**src/rtl/range_tracker_pkg.sv**
```systemverilog
// Shared types for the multi-channel range tracker.
// Result records are carried at a fixed maximum width; the channel fills
// the low WIDTH / CNT_W bits, so WIDTH must not exceed RT_MAX_W and CNT_W
// must not exceed RT_MAX_CNT_W.
package range_tracker_pkg;

  localparam int RT_MAX_W     = 64;
  localparam int RT_MAX_CNT_W = 32;

  typedef enum logic {
    IDLE = 1'b0,
    RUN  = 1'b1
  } ch_state_e;

  // Encoding is {go, finish} so a beat decodes with a plain cast.
  typedef enum logic [1:0] {
    BEAT_SAMPLE = 2'b00,
    BEAT_FINISH = 2'b01,
    BEAT_GO     = 2'b10,
    BEAT_SINGLE = 2'b11
  } beat_kind_e;

  typedef struct packed {
    logic [RT_MAX_W-1:0]     minVal;
    logic [RT_MAX_W-1:0]     maxVal;
    logic [RT_MAX_CNT_W-1:0] count;
  } rt_result_t;

  function automatic beat_kind_e decodeBeat(input logic go, input logic finish);
    return beat_kind_e'({go, finish});
  endfunction

endpackage

```
**src/rtl/range_channel.sv**
```systemverilog
// One channel of the range tracker: IDLE/RUN state, running min/max,
// saturating sample count and a sticky protocol-error bit.
// resValid_o/res_o are combinational and describe the measurement that
// closes on this cycle's beat; the top level registers them.
// Macro RANGE_TRACKER_SIGNED_EN switches min/max compares to two's complement.
module range_channel
  import range_tracker_pkg::*;
#(
  parameter int WIDTH = 16,
  parameter int CNT_W = 8
) (
  input  logic             clock,
  input  logic             reset,
  input  logic             hit_i,
  input  beat_kind_e       kind_i,
  input  logic [WIDTH-1:0] data_i,
  input  logic             errClr_i,
  output logic             resValid_o,
  output rt_result_t       res_o,
  output logic             error_o
);

  localparam logic [CNT_W-1:0] CNT_MAX = '1;

  ch_state_e        state_q, state_d;
  logic [WIDTH-1:0] min_q, min_d;
  logic [WIDTH-1:0] max_q, max_d;
  logic [CNT_W-1:0] cnt_q, cnt_d;
  logic             err_q, err_d;
  logic             newErr;

  logic [WIDTH-1:0] updMin;
  logic [WIDTH-1:0] updMax;
  logic [CNT_W-1:0] updCnt;

  function automatic logic lessThan(input logic [WIDTH-1:0] a, input logic [WIDTH-1:0] b);
`ifdef RANGE_TRACKER_SIGNED_EN
    return $signed(a) < $signed(b);
`else
    return a < b;
`endif
  endfunction

  // Running statistics if this beat's sample joins the open measurement.
  always_comb begin
    updMin = lessThan(data_i, min_q) ? data_i : min_q;
    updMax = lessThan(max_q, data_i) ? data_i : max_q;
    updCnt = (cnt_q == CNT_MAX) ? cnt_q : cnt_q + CNT_W'(1);
  end

  // Beat handling: next state, statistics, error detection and result.
  always_comb begin
    state_d    = state_q;
    min_d      = min_q;
    max_d      = max_q;
    cnt_d      = cnt_q;
    newErr     = 1'b0;
    resValid_o = 1'b0;
    if (hit_i) begin
      case (kind_i)
        BEAT_GO: begin
          newErr  = (state_q == RUN);
          state_d = RUN;
          min_d   = data_i;
          max_d   = data_i;
          cnt_d   = CNT_W'(1);
        end
        BEAT_SAMPLE: begin
          if (state_q == RUN) begin
            min_d = updMin;
            max_d = updMax;
            cnt_d = updCnt;
          end else begin
            newErr = 1'b1;
          end
        end
        BEAT_FINISH: begin
          if (state_q == RUN) begin
            min_d      = updMin;
            max_d      = updMax;
            cnt_d      = updCnt;
            state_d    = IDLE;
            resValid_o = 1'b1;
          end else begin
            newErr = 1'b1;
          end
        end
        BEAT_SINGLE: begin
          newErr     = (state_q == RUN);
          state_d    = IDLE;
          min_d      = data_i;
          max_d      = data_i;
          cnt_d      = CNT_W'(1);
          resValid_o = 1'b1;
        end
        default: begin
          newErr = 1'b0;
        end
      endcase
    end
    err_d = (errClr_i ? 1'b0 : err_q) | newErr;
    res_o = '0;
    res_o.minVal[WIDTH-1:0] = min_d;
    res_o.maxVal[WIDTH-1:0] = max_d;
    res_o.count[CNT_W-1:0]  = cnt_d;
  end

  // Channel registers; reset returns the channel to IDLE with cleared stats.
  always_ff @(posedge clock) begin
    if (!reset) begin
      state_q <= IDLE;
      min_q   <= '0;
      max_q   <= '0;
      cnt_q   <= '0;
      err_q   <= 1'b0;
    end else begin
      state_q <= state_d;
      min_q   <= min_d;
      max_q   <= max_d;
      cnt_q   <= cnt_d;
      err_q   <= err_d;
    end
  end

  assign error_o = err_q;

endmodule

```
**src/rtl/range_tracker.sv**
```systemverilog
// Multi-channel range tracker: decodes the tagged beat stream, steers each
// beat to its channel and registers the closing channel's result.
// Beats tagged with a channel number >= NCH are silently dropped.
// Macro RANGE_TRACKER_SIGNED_EN: signed min/max compares (default unsigned).
module range_tracker
  import range_tracker_pkg::*;
#(
  parameter int WIDTH = 16,
  parameter int NCH   = 2,
  parameter int CNT_W = 8,
  localparam int CH_W = (NCH > 1) ? $clog2(NCH) : 1
) (
  input  logic             clock,
  input  logic             reset,
  input  logic             in_valid,
  input  logic [CH_W-1:0]  in_ch,
  input  logic             in_go,
  input  logic             in_finish,
  input  logic [WIDTH-1:0] in_data,
  input  logic             err_clr,
  output logic             out_valid,
  output logic [CH_W-1:0]  out_ch,
  output logic [WIDTH-1:0] out_min,
  output logic [WIDTH-1:0] out_max,
  output logic [WIDTH-1:0] out_range,
  output logic [CNT_W-1:0] out_count,
  output logic [NCH-1:0]   error
);

  beat_kind_e       beatKind;
  logic [NCH-1:0]   chHit;
  logic [NCH-1:0]   chResValid;
  logic [NCH-1:0]   chErr;
  rt_result_t       chRes [NCH];

  logic             anyRes;
  logic [CH_W-1:0]  selCh;
  rt_result_t       selRes;
  logic             unusedResParity;

  logic             valid_q, valid_d;
  logic [CH_W-1:0]  ch_q, ch_d;
  logic [WIDTH-1:0] min_q, min_d;
  logic [WIDTH-1:0] max_q, max_d;
  logic [WIDTH-1:0] range_q, range_d;
  logic [CNT_W-1:0] cnt_q, cnt_d;

  assign beatKind = decodeBeat(in_go, in_finish);

  for (genvar g = 0; g < NCH; g++) begin : gCh
    assign chHit[g] = in_valid && (in_ch == CH_W'(g));

    range_channel #(
      .WIDTH (WIDTH),
      .CNT_W (CNT_W)
    ) uChannel (
      .clock      (clock),
      .reset      (reset),
      .hit_i      (chHit[g]),
      .kind_i     (beatKind),
      .data_i     (in_data),
      .errClr_i   (err_clr),
      .resValid_o (chResValid[g]),
      .res_o      (chRes[g]),
      .error_o    (chErr[g])
    );
  end

  // Pick the channel closing this cycle; only the addressed channel can close.
  always_comb begin
    anyRes = 1'b0;
    selCh  = '0;
    selRes = '0;
    for (int i = 0; i < NCH; i++) begin
      if (chResValid[i]) begin
        anyRes = 1'b1;
        selCh  = CH_W'(i);
        selRes = chRes[i];
      end
    end
  end

  assign unusedResParity = ^selRes;

  // Next output values; data fields hold until a new result arrives.
  always_comb begin
    valid_d = anyRes;
    ch_d    = ch_q;
    min_d   = min_q;
    max_d   = max_q;
    range_d = range_q;
    cnt_d   = cnt_q;
    if (anyRes) begin
      ch_d    = selCh;
      min_d   = selRes.minVal[WIDTH-1:0];
      max_d   = selRes.maxVal[WIDTH-1:0];
      range_d = selRes.maxVal[WIDTH-1:0] - selRes.minVal[WIDTH-1:0];
      cnt_d   = selRes.count[CNT_W-1:0];
    end
  end

  // Output register bank.
  always_ff @(posedge clock) begin
    if (!reset) begin
      valid_q <= 1'b0;
      ch_q    <= '0;
      min_q   <= '0;
      max_q   <= '0;
      range_q <= '0;
      cnt_q   <= '0;
    end else begin
      valid_q <= valid_d;
      ch_q    <= ch_d;
      min_q   <= min_d;
      max_q   <= max_d;
      range_q <= range_d;
      cnt_q   <= cnt_d;
    end
  end

  assign out_valid = valid_q;
  assign out_ch    = ch_q;
  assign out_min   = min_q;
  assign out_max   = max_q;
  assign out_range = range_q;
  assign out_count = cnt_q;
  assign error     = chErr;

endmodule

```
**config.mk**
```make
export PLATFORM = sky130hd
export DESIGN_NAME = range_tracker
export DESIGN_NICKNAME = d
export VERILOG_FILES = /design/src/rtl/range_tracker_pkg.sv /design/src/rtl/range_channel.sv /design/src/rtl/range_tracker.sv
export SDC_FILE = /design/constraint.sdc
export NUM_CORES = 1
export LEC_CHECK = 0
export ABC_AREA = 0
export BUFFER_PORTS_ARGS = -buffer_cell sky130_fd_sc_hd__buf_2
export CAP_MARGIN = 25
export CORE_ASPECT_RATIO = 1.5
export CORE_UTILIZATION = 39
export DETAILED_ROUTE_END_ITERATION = 8
export GPL_ROUTABILITY_DRIVEN = 1
export HOLD_SLACK_MARGIN = 0.12
export PLACE_DENSITY_LB_ADDON = 0.15
export SLEW_MARGIN = 25
export SYNTH_ARGS = -nofsm -noshare
export SYNTH_HDL_FRONTEND = slang
export SYNTH_SLANG_ARGS = --single-unit
export TNS_END_PERCENT = 20
```
**constraint.sdc**
```tcl
create_clock -name clock -period 6.05 [get_ports clock]
set_clock_uncertainty 0.15 [all_clocks]
set_input_delay 1.5125 -clock clock [delete_from_list [all_inputs] [get_ports clock]]
set_output_delay 1.5125 -clock clock [all_outputs]
set_load 0.02 [all_outputs]
```
Word-level counts from Yosys, hierarchy flattened
Index checks and enable logic that the tools add are counted.
{"block": "op_classes", "order_cmp": 4, "n_bitwise": 3, "eq_ne": 5, "addsub": 3, "reduce_logical": 9, "n_mux": 44}
{"operator": "$mux W112", "count": 2}
{"operator": "$mux W16", "count": 12}
{"operator": "$pmux W16 S2", "count": 4}
{"operator": "$lt A16 B16 Y1", "count": 4}
{"operator": "$mux W8", "count": 6}
{"operator": "$pmux W8 S2", "count": 2}
{"operator": "$add A8 B1 Y8 const B", "count": 2}
{"operator": "$eq A8 B8 Y1 const B", "count": 2}
{"operator": "$sub A16 B16 Y16", "count": 1}
{"operator": "$mux W1", "count": 13}
{"operator": "$pmux W1 S2", "count": 5}
{"operator": "$reduce_or A2 Y1", "count": 3}
{"operator": "$eq A2 B2 Y1 const B", "count": 2}
{"operator": "$reduce_and A2 Y1", "count": 2}
{"operator": "$eq A2 B1 Y1 const B", "count": 1}
{"operator": "$logic_and A1 B1 Y1", "count": 2}
{"operator": "$logic_not A2 Y1", "count": 1}
{"operator": "$or A1 B1 Y1", "count": 2}
{"operator": "$reduce_bool A2 Y1", "count": 1}
{"operator": "$not A1 Y1", "count": 1}
{"block": "totals", "inputBits": 23, "reg_bits": 142, "output_inout_bits": 60, "wordCells": 84}

Longest topological paths before layout
{"block": "depth", "word_depth": 8, "mapped_depth": 22, "ltp_nobuf": 21}

Hierarchy
A second synthesis with hierarchy kept.
{"block": "hier_totals", "hier_cells": 1346, "area_unflattened_um2": 11225.8}
{"module": "range_channel", "cells_each": 448, "area_each_um2": 3782.4, "seq_area_each_um2": 840.8, "n_inst": 2}
{"module": "range_tracker", "cells_each": 450, "area_each_um2": 3661.0, "seq_area_each_um2": 1161.1, "n_inst": 1}

Worst setup path before layout
Ideal clock, no wire load.
{"block": "synth_timing", "kind": "in2reg", "startpoint": "input in_data[13]", "endpoint": "register range_q[14], in the netlist out_range[14]", "setup_slack_ns": 0.165, "setup_time_ns": 0.116, "path_buffers": 1, "t_required_ns": 5.784, "t_arrival_ns": 5.618, "stages": 21, "cell_sequence": "inv_1 ha_1 a211oi_1 nor2_1 nor3_1 o211ai_1 o21ai_1 buf_2 mux2i_1 o22a_1 ha_1 fa_1 nor2b_1 o21ai_0 a21boi_0 o21ai_0 o221ai_1 a21o_1 a21oi_1 mux2i_1 a31o_2"}
{"block": "synth_between", "elab_chain_len": 8, "elab_cells_between_ends": 23, "cone_classes": "add/sub (1); order compare (4); mux (18)"}
{"item": "from (decl)", "line": "range_tracker.sv:19", "source": "input logic [WIDTH-1:0] in_data,"}
{"item": "$lt A16 B16 Y1", "line": "range_channel.sv:40", "source": "return a < b;"}
{"item": "$mux W16 (on tied branches)", "line": "range_channel.sv:47, range_channel.sv:46"}
{"item": "$mux W16", "line": "range_channel.sv:69, range_channel.sv:78"}
{"item": "$pmux W16 S2", "line": "range_channel.sv:60", "source": "case (kind_i)"}
{"item": "$mux W16", "line": "range_channel.sv:59", "source": "if (hit_i) begin"}
{"item": "$mux W112", "line": "range_tracker.sv:75", "source": "if (chResValid[i]) begin"}
{"item": "$mux W112 (*)", "line": "range_tracker.sv:75"}
{"item": "$sub A16 B16 Y16 (*)", "line": "range_tracker.sv:97", "source": "range_d = selRes.maxVal[WIDTH-1:0] - selRes.minVal[WIDTH-1:0];"}
{"item": "to (signal assigned)", "line": "range_tracker.sv:116", "source": "range_q <= range_d;"}
{"item": "to (decl)", "line": "range_tracker.sv:45", "source": "logic [WIDTH-1:0] range_q, range_d;"}
Every way passes the cells marked *; elsewhere a longest branch is shown, timed or not.
A chain may end at the register's enable or synchronous reset.

==> impl_metrics.tcl <==
set metrics [dict create \
    synth_edf_count 0 \
    vias 6726 \
    grt_pass1_vias 6706 \
    fin_crit_sh_pct 94.69 \
    met2_usage_pct 37.60 \
    grt_util_met3_pct 3.052 \
    antenna_left 0 \
    root_buffer "clkbuf_16" \
    routedWlPerCell_um 16.75 \
    outcome "finished clean" \
    end_kind "register" \
    ys.flop_type "dfxtp_1" \
    finalSetupViolCount 0 \
    antenna_found_initial 0 \
    num_io_pins 83 \
    synthTopCellsByCount "142 x dfxtp_1, 89 x nor2b_1, 77 x ha_1, 68 x nand2_1, 57 x nor2_1" \
    cp_top_family "compound AO/OA/AOI/OAI gates" \
    core_area_um2 19710 \
    cp_num_buf_inv 6 \
    worstPathCellList "buf_2, buf_4, inv_1, ha_1, a2111o_1, a311oi_2, a21oi_1, o41ai_4, buf_4, buf_4, buf_4, mux2i_2, o22ai_2, ha_1, a21o_1, a21oi_1, a21oi_1, o21a_1, o41a_1, a21o_1, a31oi_1" \
    synth.cell_area_um2 7806 \
    yosys-top-cells-area "dfxtp_1 36%, ha_1 12%, nor2b_1 7.1%, mux2i_1 7.1%, nand2_1 3.3%" \
    ys_ff_latch 142 \
    cp_common_cell "buf_4" \
    slowest_stage "a2111o_1" \
    grt_pass1_wl_um 35420 \
    max_freq_mhz 174.6 \
    start_util_pct 39.61 \
    drt-pass1-iter-count 4 \
    worstPathArrival_ns 5.93 \
    relSlewSlack_pct 47.38 \
    path_clk_slew_ns 0.06 \
    ir_worst_vdd_mv 0.1655 \
    cts-buffers-inserted 17 \
    dieWidth_um 117.5 \
    grt_usage_pct 22.07 \
    area_delta_synth_final_pct 23.67 \
    hp-class "reg2reg" \
    synth_top_area_share_pct 36.42 \
    post-layout-total-power_mw 2.378 \
    cts_tree "yes" \
    grt_max_degree 76 \
    gp_congestion 0.8102 \
    clock_latency_ns 0.43 \
    maxCapViolations 0 \
    synth_most_common_cell "dfxtp_1" \
    worstSetupStartpointType "input pin" \
    cts.sinks 142 \
    die_area_um2 20600 \
    synthesis.nets 987 \
    num_rows 63 \
    worst_pin_slew_ns 0.7864 \
    worst_ep_required_time_ns 6.25 \
    critical_path.max_stage_delay_ns 0.42 \
    period_minus_slack_ns 5.729 \
    clock_path_buffers 2 \
    fillCellCount 1955 \
    leakagePower_nw 4.203 \
    htreeDepth 4 \
    syn_inst 886 \
    finalHoldViolCount 0 \
    worstSetupPathType "in2reg" \
    synthArstFlopShare_pct 0 \
    via_per_inst 5.182 \
    grt_overflow 0 \
    die_h_um 175.3 \
    antenna_cells 0 \
    yosysTopAreaCell "dfxtp_1" \
    num-nets-final 1126 \
    wl_um 21740 \
    top_usage_layer "met2" \
    worst_hold_slack_ns 0.2994 \
    maxSlewViolCount 0 \
    io_buffers 82 \
    grtUsageMet1_pct 28.01 \
    ys_warn_count 0 \
    path_max_fanout 7 \
    ctsHoldBuffers 0 \
    ys_seq_area_share_pct 36.42 \
    avgSynthCellArea_um2 8.811 \
    p_per_area_nw_per_um2 246.4 \
    ys_types 55 \
    drc_errors 0 \
    rsz0062_at_grt "no" \
    drt-initial-drc-count 277 \
    final_layout_size_suffix_gt1_share_pct 19.94 \
    post-dp-hpwl_um 16490 \
]
==> sequential cells by signal, summed over array words and instances, names as in the netlist <==
name / flops
gCh.uChannel.error_o: 2
gCh.uChannel.cnt_q: 16
out_count: 8
out_min: 16
gCh.uChannel.max_q: 32
gCh.uChannel.min_q: 32
out_max: 16
gCh.uChannel.state_q: 2
out_ch: 1
out_valid: 1
out_range: 16
==> cells by family after synthesis <==
| group | count (synthesis) | share of synthesized area (%) |
|---|---|---|
| adder cells (fa/ha/maj) | 78 | 12.60 |
| multiplexers | 56 | 7.197 |
| XOR/XNOR | 21 | 2.356 |
| AO/OA/AOI/OAI | 200 | 17.41 |
| AND/OR/NAND/NOR | 293 | 19.25 |
| flip-flops | 142 | 36.42 |
| buffers and inverters | 96 | 4.776 |
==> stage by stage <==
stage / area, um^2 / setup WS [ns] / TNS [ns] / instances / util (%)
detailed placement: 9012 / -0.2210 / -0.6606 / 1263 / 45.73
CTS: 9595 / 0.1972 / 0 / 1295 / 48.69
floorplan: 7806 / 0.1653 / 0 / 886 / -
finish: 9654 / 0.3212 / 0 / 1298 / 48.99
global placement: 9012 / -0.2534 / -0.7310 / 1263 / 45.73
global route: 9654 / 0.03934 / 0 / 1298 / 48.99
==> path summary, 6_finish.rpt <==
kind	from	to	slack (ns)	cells past startpoint
max	in_data[3]	out_range[15]$_SDFFE_PN0P_	0.32	21
min	out_count[5]$_SDFFE_PN0P_	out_count[5]$_SDFFE_PN0P_	0.30	2
max reg2reg	gCh[0].uChannel.min_q[2]$_SDFF_PN0_	out_range[15]$_SDFFE_PN0P_	1.28	24
min reg2reg	out_count[5]$_SDFFE_PN0P_	out_count[5]$_SDFFE_PN0P_	0.30	2
==> placed cells by master, fill, tap and decap left out, drive strengths merged, types with 3 or more instances in the layout <==
cell	n
a211o	3
a211oi	10
a21boi	28
a21o	7
a21oi	49
a22oi	6
and2	18
and3	6
and4	3
buf	163
clkbuf	20
clkinv	5
clkinvlp	3
dfxtp	142
ha	77
inv	55
mux2i	55
nand2	68
nand2b	5
nand3	16
nand4	14
nor2	57
nor2b	89
nor3	7
o211a	7
o211ai	3
o21ai	33
o21bai	3
o22a	16
o22ai	15
o31ai	3
or2	3
or3	4
xnor2	9
xor2	12
==> metal layers <==
metal / part of all wire [%] / up-vias / routed length [um]
li1: - / 3373 / -
met1: 45 / 3195 / 9844
met2: 49 / 128 / 10610
met3: 3.3 / 30 / 720
met4: 2.6 / 0 / 564
met5: 0 / - / 0
==> worst register-to-register path, cell delays in order (launching register included) <==
cell and delay (ns):
dfxtp_1 0.31, inv_1 0.06, ha_1 0.29, a211oi_1 0.19, o21ai_0 0.17, a211oi_1 0.30
buf_4 0.19, nor2_1 0.07, o31ai_4 0.28, buf_12 0.16, buf_4 0.12, nor2_1 0.04
a21oi_1 0.18, o22a_1 0.20, buf_4 0.12, ha_1 0.21, nor2b_1 0.13, o21ai_1 0.17
a21oi_1 0.13, o21ai_0 0.26, a21oi_1 0.14, o21a_1 0.21, o41a_1 0.34, a21o_1 0.17
a31oi_1 0.14
==> power by group <==
group | internal (mW) | switching (mW)
clock | 0.621 | 0.431
sequential | 0.964 | 0.0171
combinational | 0.154 | 0.191
==> repair_timing <==
| action | in CTS | in global routing |
|---|---|---|
| setup endpoints to repair | 0 | 4 |
| setup buffers | 0 | 2 |
| gates resized for setup | 0 | 6 |
==> final cells by class <==
| cell class | count | area [um^2] | area share [%] |
|---|---|---|---|
| Multi-Input combinational cell | 648 | 4638 | 48.04 |
| Timing Repair Buffer | 163 | 1066 | 11.04 |
| Clock inverter | 12 | 136.4 | 1.413 |
| Sequential cell | 142 | 2843 | 29.45 |
| Inverter | 53 | 198.9 | 2.061 |
| Tap cell | 260 | 325.3 | 3.370 |
| Clock buffer | 20 | 446.7 | 4.627 |
No activity file was read; power rests on OpenSTA's default activity.
